<file path="src/rtl/fpu_flt2int_pkg.sv">
// Shared definitions for the float-to-integer converter: opcodes, rounding
// modes, widths, FSM state type and the saturation helper.
package fpu_flt2int_pkg;

   localparam int unsigned XLEN   = 32;
   localparam int unsigned EXP_W  = 8;
   localparam int unsigned MANT_W = 23;
   localparam int unsigned CNT_W  = 5;
   localparam int unsigned FUNC_W = 5;
   localparam int unsigned RM_W   = 3;

   localparam logic [FUNC_W-1:0] ALU_FCVTWS  = 5'h18;
   localparam logic [FUNC_W-1:0] ALU_FCVTWUS = 5'h19;

   localparam logic [RM_W-1:0] RNE = 3'b000;
   localparam logic [RM_W-1:0] RTZ = 3'b001;
   localparam logic [RM_W-1:0] RDN = 3'b010;
   localparam logic [RM_W-1:0] RUP = 3'b011;
   localparam logic [RM_W-1:0] RMM = 3'b100;

   localparam logic TRUE  = 1'b1;
   localparam logic FALSE = 1'b0;

   typedef enum logic [1:0] {
      F2I_IDLE,
      F2I_SHIFT,
      F2I_ROUND,
      F2I_DONE
   } f2i_state_t;

   // Result for NaN, infinities and out-of-range magnitudes.
   function automatic logic [XLEN-1:0] f2i_sat(input logic sgn, input logic uns, input logic nan);
      if (nan || !sgn) return uns ? 32'hFFFF_FFFF : 32'h7FFF_FFFF;
      return uns ? 32'h0000_0000 : 32'h8000_0000;
   endfunction

endpackage

</file>
<file path="src/rtl/fpu_flt2int_if.sv">
// Request/response bundle between the EX stage and the float-to-integer unit.
interface fpu_flt2int_if;
   import fpu_flt2int_pkg::*;

   logic              start;
   logic [XLEN-1:0]   opa;
   logic [FUNC_W-1:0] ID_EX_alu_func;
   logic [RM_W-1:0]   flt_rm;
   logic [XLEN-1:0]   fpu_res;
   logic              fpu_busy;
   logic              fpu_done;

   modport master (output start, opa, ID_EX_alu_func, flt_rm,
                   input  fpu_res, fpu_busy, fpu_done);
   modport slave  (input  start, opa, ID_EX_alu_func, flt_rm,
                   output fpu_res, fpu_busy, fpu_done);
endinterface

</file>
<file path="src/rtl/flt_round_inc.sv">
// Round-increment decision from rounding mode, sign, LSB, round and sticky bits.
module flt_round_inc
   import fpu_flt2int_pkg::*;
(
   input  logic [RM_W-1:0] rm,
   input  logic            sgn,
   input  logic            lsb,
   input  logic            r_bit,
   input  logic            s_bit,
   output logic            inc
);

   // Reserved encodings fall back to round-to-nearest-even.
   always_comb begin
      inc = 1'b0;
      case (rm)
         RTZ:     inc = 1'b0;
         RDN:     inc = sgn & (r_bit | s_bit);
         RUP:     inc = !sgn & (r_bit | s_bit);
         RMM:     inc = r_bit;
         default: inc = r_bit & (s_bit | lsb);
      endcase
   end

endmodule

</file>
<file path="src/rtl/fpu_flt2int.sv">
// Iterative FCVT.W.S / FCVT.WU.S: one-bit-per-cycle significand alignment,
// mode-dependent rounding and RISC-V saturation.
module fpu_flt2int
   import fpu_flt2int_pkg::*;
(
   input logic          clk,
   input logic          rst,
   fpu_flt2int_if.slave bus
);

   f2i_state_t        state_q, state_d;
   logic [XLEN-1:0]   mag_q, mag_d;
   logic              r_q, r_d, s_q, s_d;
   logic              sgn_q, sgn_d, uns_q, uns_d, left_q, left_d;
   logic [RM_W-1:0]   rm_q, rm_d;
   logic [CNT_W-1:0]  cnt_q, cnt_d;
   logic [XLEN-1:0]   res_q, res_d;
   logic              busy_q, busy_d, done_q, done_d;

   logic [EXP_W-1:0]  op_exp;
   logic [MANT_W-1:0] op_mant;
   logic              is_nan, is_big, is_tiny, shift_left;
   logic [CNT_W-1:0]  shift_n;
   logic              inc;
   logic [XLEN:0]     rmag;
   logic [XLEN-1:0]   round_res;

   assign op_exp  = bus.opa[30:23];
   assign op_mant = bus.opa[22:0];

   // Unbiased exponent e: big means e >= 32, tiny means e < -1; n = |e - 23|.
   always_comb begin
      is_nan     = (op_exp == 8'hFF) && (op_mant != '0);
      is_big     = op_exp >= 8'd159;
      is_tiny    = op_exp < 8'd126;
      shift_left = op_exp > 8'd150;
      shift_n    = (op_exp >= 8'd150) ? CNT_W'(op_exp - 8'd150) : CNT_W'(8'd150 - op_exp);
   end

   flt_round_inc u_round_inc (
      .rm    (rm_q),
      .sgn   (sgn_q),
      .lsb   (mag_q[0]),
      .r_bit (r_q),
      .s_bit (s_q),
      .inc   (inc)
   );

   // Rounded magnitude kept at 33 bits so unsigned overflow is visible.
   always_comb begin
      rmag = {1'b0, mag_q} + (XLEN+1)'(inc);
      if (uns_q) begin
         if (sgn_q)        round_res = '0;
         else if (rmag[XLEN]) round_res = '1;
         else              round_res = rmag[XLEN-1:0];
      end else if (!sgn_q && rmag > 33'h0_7FFF_FFFF) begin
         round_res = 32'h7FFF_FFFF;
      end else if (sgn_q && rmag > 33'h0_8000_0000) begin
         round_res = 32'h8000_0000;
      end else begin
         round_res = sgn_q ? (32'd0 - rmag[XLEN-1:0]) : rmag[XLEN-1:0];
      end
   end

   always_comb begin
      state_d = state_q;
      mag_d   = mag_q;
      r_d     = r_q;
      s_d     = s_q;
      sgn_d   = sgn_q;
      uns_d   = uns_q;
      left_d  = left_q;
      rm_d    = rm_q;
      cnt_d   = cnt_q;
      res_d   = res_q;
      case (state_q)
         F2I_IDLE: begin
            if (bus.start) begin
               sgn_d  = bus.opa[31];
               uns_d  = (bus.ID_EX_alu_func == ALU_FCVTWUS);
               rm_d   = bus.flt_rm;
               left_d = shift_left;
               cnt_d  = shift_n;
               mag_d  = {8'b0, 1'b1, op_mant};
               r_d    = FALSE;
               s_d    = FALSE;
               if (is_big) begin
                  res_d   = f2i_sat(bus.opa[31], bus.ID_EX_alu_func == ALU_FCVTWUS, is_nan);
                  state_d = F2I_DONE;
               end else if (is_tiny) begin
                  mag_d   = '0;
                  s_d     = |bus.opa[30:0];
                  state_d = F2I_ROUND;
               end else begin
                  state_d = (shift_n != '0) ? F2I_SHIFT : F2I_ROUND;
               end
            end
         end
         F2I_SHIFT: begin
            if (left_q) begin
               mag_d = mag_q << 1;
            end else begin
               s_d   = s_q | r_q;
               r_d   = mag_q[0];
               mag_d = mag_q >> 1;
            end
            cnt_d = cnt_q - CNT_W'(1);
            if (cnt_q == CNT_W'(1)) state_d = F2I_ROUND;
         end
         F2I_ROUND: begin
            res_d   = round_res;
            state_d = F2I_DONE;
         end
         default: state_d = F2I_IDLE;
      endcase
      busy_d = (state_d == F2I_SHIFT) || (state_d == F2I_ROUND);
      done_d = (state_d == F2I_DONE);
   end

   always_ff @(posedge clk) begin
      if (rst) begin
         state_q <= F2I_IDLE;
         mag_q   <= '0;
         r_q     <= 1'b0;
         s_q     <= 1'b0;
         sgn_q   <= 1'b0;
         uns_q   <= 1'b0;
         left_q  <= 1'b0;
         rm_q    <= RNE;
         cnt_q   <= '0;
         res_q   <= '0;
         busy_q  <= 1'b0;
         done_q  <= 1'b0;
      end else begin
         state_q <= state_d;
         mag_q   <= mag_d;
         r_q     <= r_d;
         s_q     <= s_d;
         sgn_q   <= sgn_d;
         uns_q   <= uns_d;
         left_q  <= left_d;
         rm_q    <= rm_d;
         cnt_q   <= cnt_d;
         res_q   <= res_d;
         busy_q  <= busy_d;
         done_q  <= done_d;
      end
   end

   assign bus.fpu_res  = res_q;
   assign bus.fpu_busy = busy_q;
   assign bus.fpu_done = done_q;

endmodule

</file>
<file path="src/flat_wrapper.sv">
// flat-port wrapper written by rule: the top's interface ports become plain ports
module fpu_flt2int_flat import fpu_flt2int_pkg::*;
  (clk, rst, bus_start, bus_opa, bus_ID_EX_alu_func, bus_flt_rm, bus_fpu_res, bus_fpu_busy, bus_fpu_done);
  fpu_flt2int_if bus_i ();
  input logic clk;
  input logic rst;
  input wire logic [$bits(bus_i.start)-1:0] bus_start;
  input wire logic [$bits(bus_i.opa)-1:0] bus_opa;
  input wire logic [$bits(bus_i.ID_EX_alu_func)-1:0] bus_ID_EX_alu_func;
  input wire logic [$bits(bus_i.flt_rm)-1:0] bus_flt_rm;
  output wire logic [$bits(bus_i.fpu_res)-1:0] bus_fpu_res;
  output wire logic [$bits(bus_i.fpu_busy)-1:0] bus_fpu_busy;
  output wire logic [$bits(bus_i.fpu_done)-1:0] bus_fpu_done;
  assign bus_i.start = bus_start;
  assign bus_i.opa = bus_opa;
  assign bus_i.ID_EX_alu_func = bus_ID_EX_alu_func;
  assign bus_i.flt_rm = bus_flt_rm;
  assign bus_fpu_res = bus_i.fpu_res;
  assign bus_fpu_busy = bus_i.fpu_busy;
  assign bus_fpu_done = bus_i.fpu_done;
  fpu_flt2int u_core (.clk(clk), .rst(rst), .bus(bus_i));
endmodule
</file>
<file path="config.mk">
export PLATFORM = sky130hd
export DESIGN_NAME = fpu_flt2int_flat
export DESIGN_NICKNAME = d
export VERILOG_FILES = /design/src/rtl/fpu_flt2int_pkg.sv /design/src/rtl/fpu_flt2int_if.sv /design/src/rtl/flt_round_inc.sv /design/src/rtl/fpu_flt2int.sv /design/src/flat_wrapper.sv
export SDC_FILE = /design/constraint.sdc
export NUM_CORES = 1
export LEC_CHECK = 0
export CELL_PAD_IN_SITES_DETAIL_PLACEMENT = 1
export CELL_PAD_IN_SITES_GLOBAL_PLACEMENT = 2
export CORE_MARGIN = 4
export CORE_UTILIZATION = 37
export CTS_CLUSTER_DIAMETER = 50
export CTS_CLUSTER_SIZE = 14
export DETAILED_ROUTE_END_ITERATION = 6
export DONT_BUFFER_PORTS = 1
export HOLD_SLACK_MARGIN = 0.05
export PLACE_DENSITY = 0.85
export RECOVER_POWER = 25
export SLEW_MARGIN = 20
export SYNTH_ARGS = -nofsm -noshare
export SYNTH_HDL_FRONTEND = slang
export SYNTH_HIERARCHICAL = 1
export SYNTH_SLANG_ARGS = --single-unit
</file>
<file path="constraint.sdc">
create_clock -name clk -period 5.25 [get_ports clk]
set_clock_uncertainty 0.15 [all_clocks]
set_input_delay 0.525 -clock clk [delete_from_list [all_inputs] [get_ports clk]]
set_output_delay 0.525 -clock clk [all_outputs]
set_load 0.02 [all_outputs]
</file>
==> impl_metrics.ini <==
[logic_synthesis]
synth_cells = 914
ys_seq_area_frac = 0.241
ys_async_sr_fraction = 0
synth_area_um2 = 6730
avgSynthCellArea_um2 = 7.36
synth_edf_count = 0
synth_area_leaders = dfxtp_1 (24%), a21oi_1 (5.6%), xnor2_1 (5.2%)
synth_ff_type = dfxtp_1
yosysUniqueCellTypes = 70
synth_top_area_frac = 0.241
syn_nets = 970
synth_warnings = 6
synth_top_area_cell = dfxtp_1
ys_ff_latch = 81

[cts]
ctsHtreeMaxLevel = 3
post_cts_buffers = 0
cts_sinks = 81
cts-root-buf = clkbuf_16
cts.repair.resized = 0
cts_hold_buffers = 0
cts_buffers = 9
path_clk_slew_ns = 0.06
clk_latency_ns = 0.35
cts_tree = done
clk_path_buf_depth = 2

[floorplan]
die_y_um = 143
start_util = 0.376
die-area_um2 = 20400
rows = 49
core_um2 = 17900
dieWidth_um = 143
io_pins = 77

[placement]
place_ws_ns = 0.559
gp_congestion = 0.898
place_hpwl_um = 17100
placedCellCount = 1080
port-buffer-count = 0

[run]
cap_violations = 0

[pwr]
ir_drop_mv = 0.176
power_leakage_nw = 2.47
p_per_area_nw_per_um2 = 298

[critical_path]
cp.required_ns = 5.35
r2r_cells = 16
path_class = reg -> reg
cp_max_fo = 9
r2r-end = u_core/bus.fpu_res[12]
r2r-start = u_core/mag_q[0]
start_kind = flop
cp-end-kind = flop
rrSetupSlack_ns = 0.53
cp.arrival_ns = 4.82
crit_slowest_cell = or4_1
max_stage_delay_ns = 0.68
crit_chain = nor2_1 > nor4b_1 > a311o_1 > ha_1 > ha_1 > nand4_4 > nor4_4 > buf_4 > nand4_1 > xor2_1 > buf_4 > or4_1 > or4_1 > a21oi_4 > nor2_2 > a311oi_2

[global_routing]
first_global_vias = 6852
gr-total-overflow = 0
grt_max_degree = 73
gr-usage-all-layers = 0.234
antenna_found_initial = 0
grt_pass1_wl_um = 38600

[hold_path]
holdPathEnd = u_core/mag_q[29]
whs_path_depth = 1
worstHoldPathType = in -> reg
hp-start = rst

[detailed_routing]
wirelength_um = 23200
wl_met2_um = 10100
wl_met1_um = 11200
met3WireLength_um = 1410
dr_total_vias = 6736
highest_layer = met4
wl_per_cell_um = 21.2
drc = 0
drt_iter0_markers = 557
ant_nets = 0
post_drt_via_cell_ratio = 6.16
dr.pass1.iters = 4

[sta]
finalCritPeriodShare = 0.900
setup_slack_ns = 0.526
hold_viol_final = 0
worstMarginPinSlew_ns = 0.965
setup_viol = 0
setup_tns_ns = 0
slew_headroom = 0.356
finalWorstPathRequiredPeriod_ns = 4.72
max_freq_mhz = 212
rsz0062_at_grt = no
drv_slew = 0

[cells_and_area]
regArea_um2 = 1620
nets = 918
multiInputGateArea_um2 = 4730
syn2layout_area_growth_pct = 5.88
diodes = 0
fill_cells = 2210
drive_above_1_share = 0.0879
fin_cells = 1094

[run_status]
status = completed
-- cells in the final DEF, fill, tap and decap left out, drive strengths merged, types with 25 or more instances in the layout --
cell type  instances
nand2             93
nor2              85
dfxtp             81
a21oi             76
nor3              46
xnor2             40
o21ai             40
xor2              35
nand3             31
a221oi            27
nand4             25
-- area by class of cell --
type                            count  area share
Timing Repair Buffer               17      0.0179
Tap cell                          229      0.0402
Multi-Input combinational cell    735       0.665
Inverter                           18     0.00949
Sequential cell                    81       0.228
Clock buffer                       11      0.0341
Clock inverter                      3     0.00597
-- routing by layer --
metal | track usage | vias up
met3 | 0.0452 | 24
met2 | 0.352 | 195
li1 | - | 3263
met4 | 0.0650 | 0
met1 | 0.340 | 3254
met5 | 0 | -
-- cell usage after synthesis (all sizes together), types with 14 or more instances --
master and count:
a221oi 27, nand3 31, a21oi 76, o21ai 40, a31oi 14, nand4 25, xor2 35, clkbuf 68
inv 18, dfxtp 81, mux2 21, nand2 93, nor2 85, xnor2 40, a211oi 15, nor3 46
-- worst max path at each step --
stage / endpoint / slack (ns) / start
floorplan: u_core/bus.fpu_res[12] / 1.05 / u_core/mag_q[0]
global placement: u_core/bus.fpu_res[0] / 0.71 / u_core/mag_q[0]
detailed placement: u_core/bus.fpu_res[12] / 0.56 / u_core/mag_q[0]
CTS: u_core/bus.fpu_res[12] / 0.53 / u_core/mag_q[0]
global route: u_core/bus.fpu_res[0] / 0.04 / u_core/mag_q[0]
finish: u_core/bus.fpu_res[12] / 0.53 / u_core/mag_q[0]
-- critical path, delay by kind of cell, from the launching register on --
family,cells,cell delay [ns]
compound gates,3,0.79
buf+inv,2,0.38
fa+ha+maj,2,0.35
flops,1,0.43
simple gates,8,2.32
xor+xnor,1,0.18
-- kinds of logic after synthesis --
group,Yosys count,synth area share
fa+ha+maj,13,0.0242
simple gates,363,0.273
compound gates,250,0.254
mux,34,0.0545
flops,81,0.241
buf+inv,98,0.0560
xor+xnor,75,0.0977
-- per-stage QoR --
stage          cell area [um2]  hold WS [ns]  utilization  total power, W
2_1_floorplan             6730         0.303            -         0.00132
3_3_place_gp              6840         0.317        0.382         0.00148
3_5_place_dp              6840         0.326        0.382         0.00149
4_1_cts                   7120        0.0800        0.398         0.00214
5_1_grt                   7120        0.0841        0.398         0.00226
6_report                  7120        0.0976        0.398         0.00212
-- registers in the layout, summed over array words and instances, names as in the netlist --
signal / flops
u_core/left_q: 1
u_core/bus.fpu_done: 1
u_core/bus.fpu_busy: 1
u_core/bus.fpu_res: 32
u_core/mag_q: 32
u_core/uns_q: 1
u_core/s_q: 1
u_core/rm_q: 3
u_core/sgn_q: 1
u_core/state_q: 2
u_core/cnt_q: 5
u_core/r_q: 1
-- where the power goes --
part,switching [W],internal (W),total (W)
Sequential,0.000158,0.000677,0.000835
Combinational,0.000387,0.000263,0.000650
Clock,0.000260,0.000376,0.000635
Total,0.000805,0.00132,0.00212
Power figures use the tool's default switching activity.
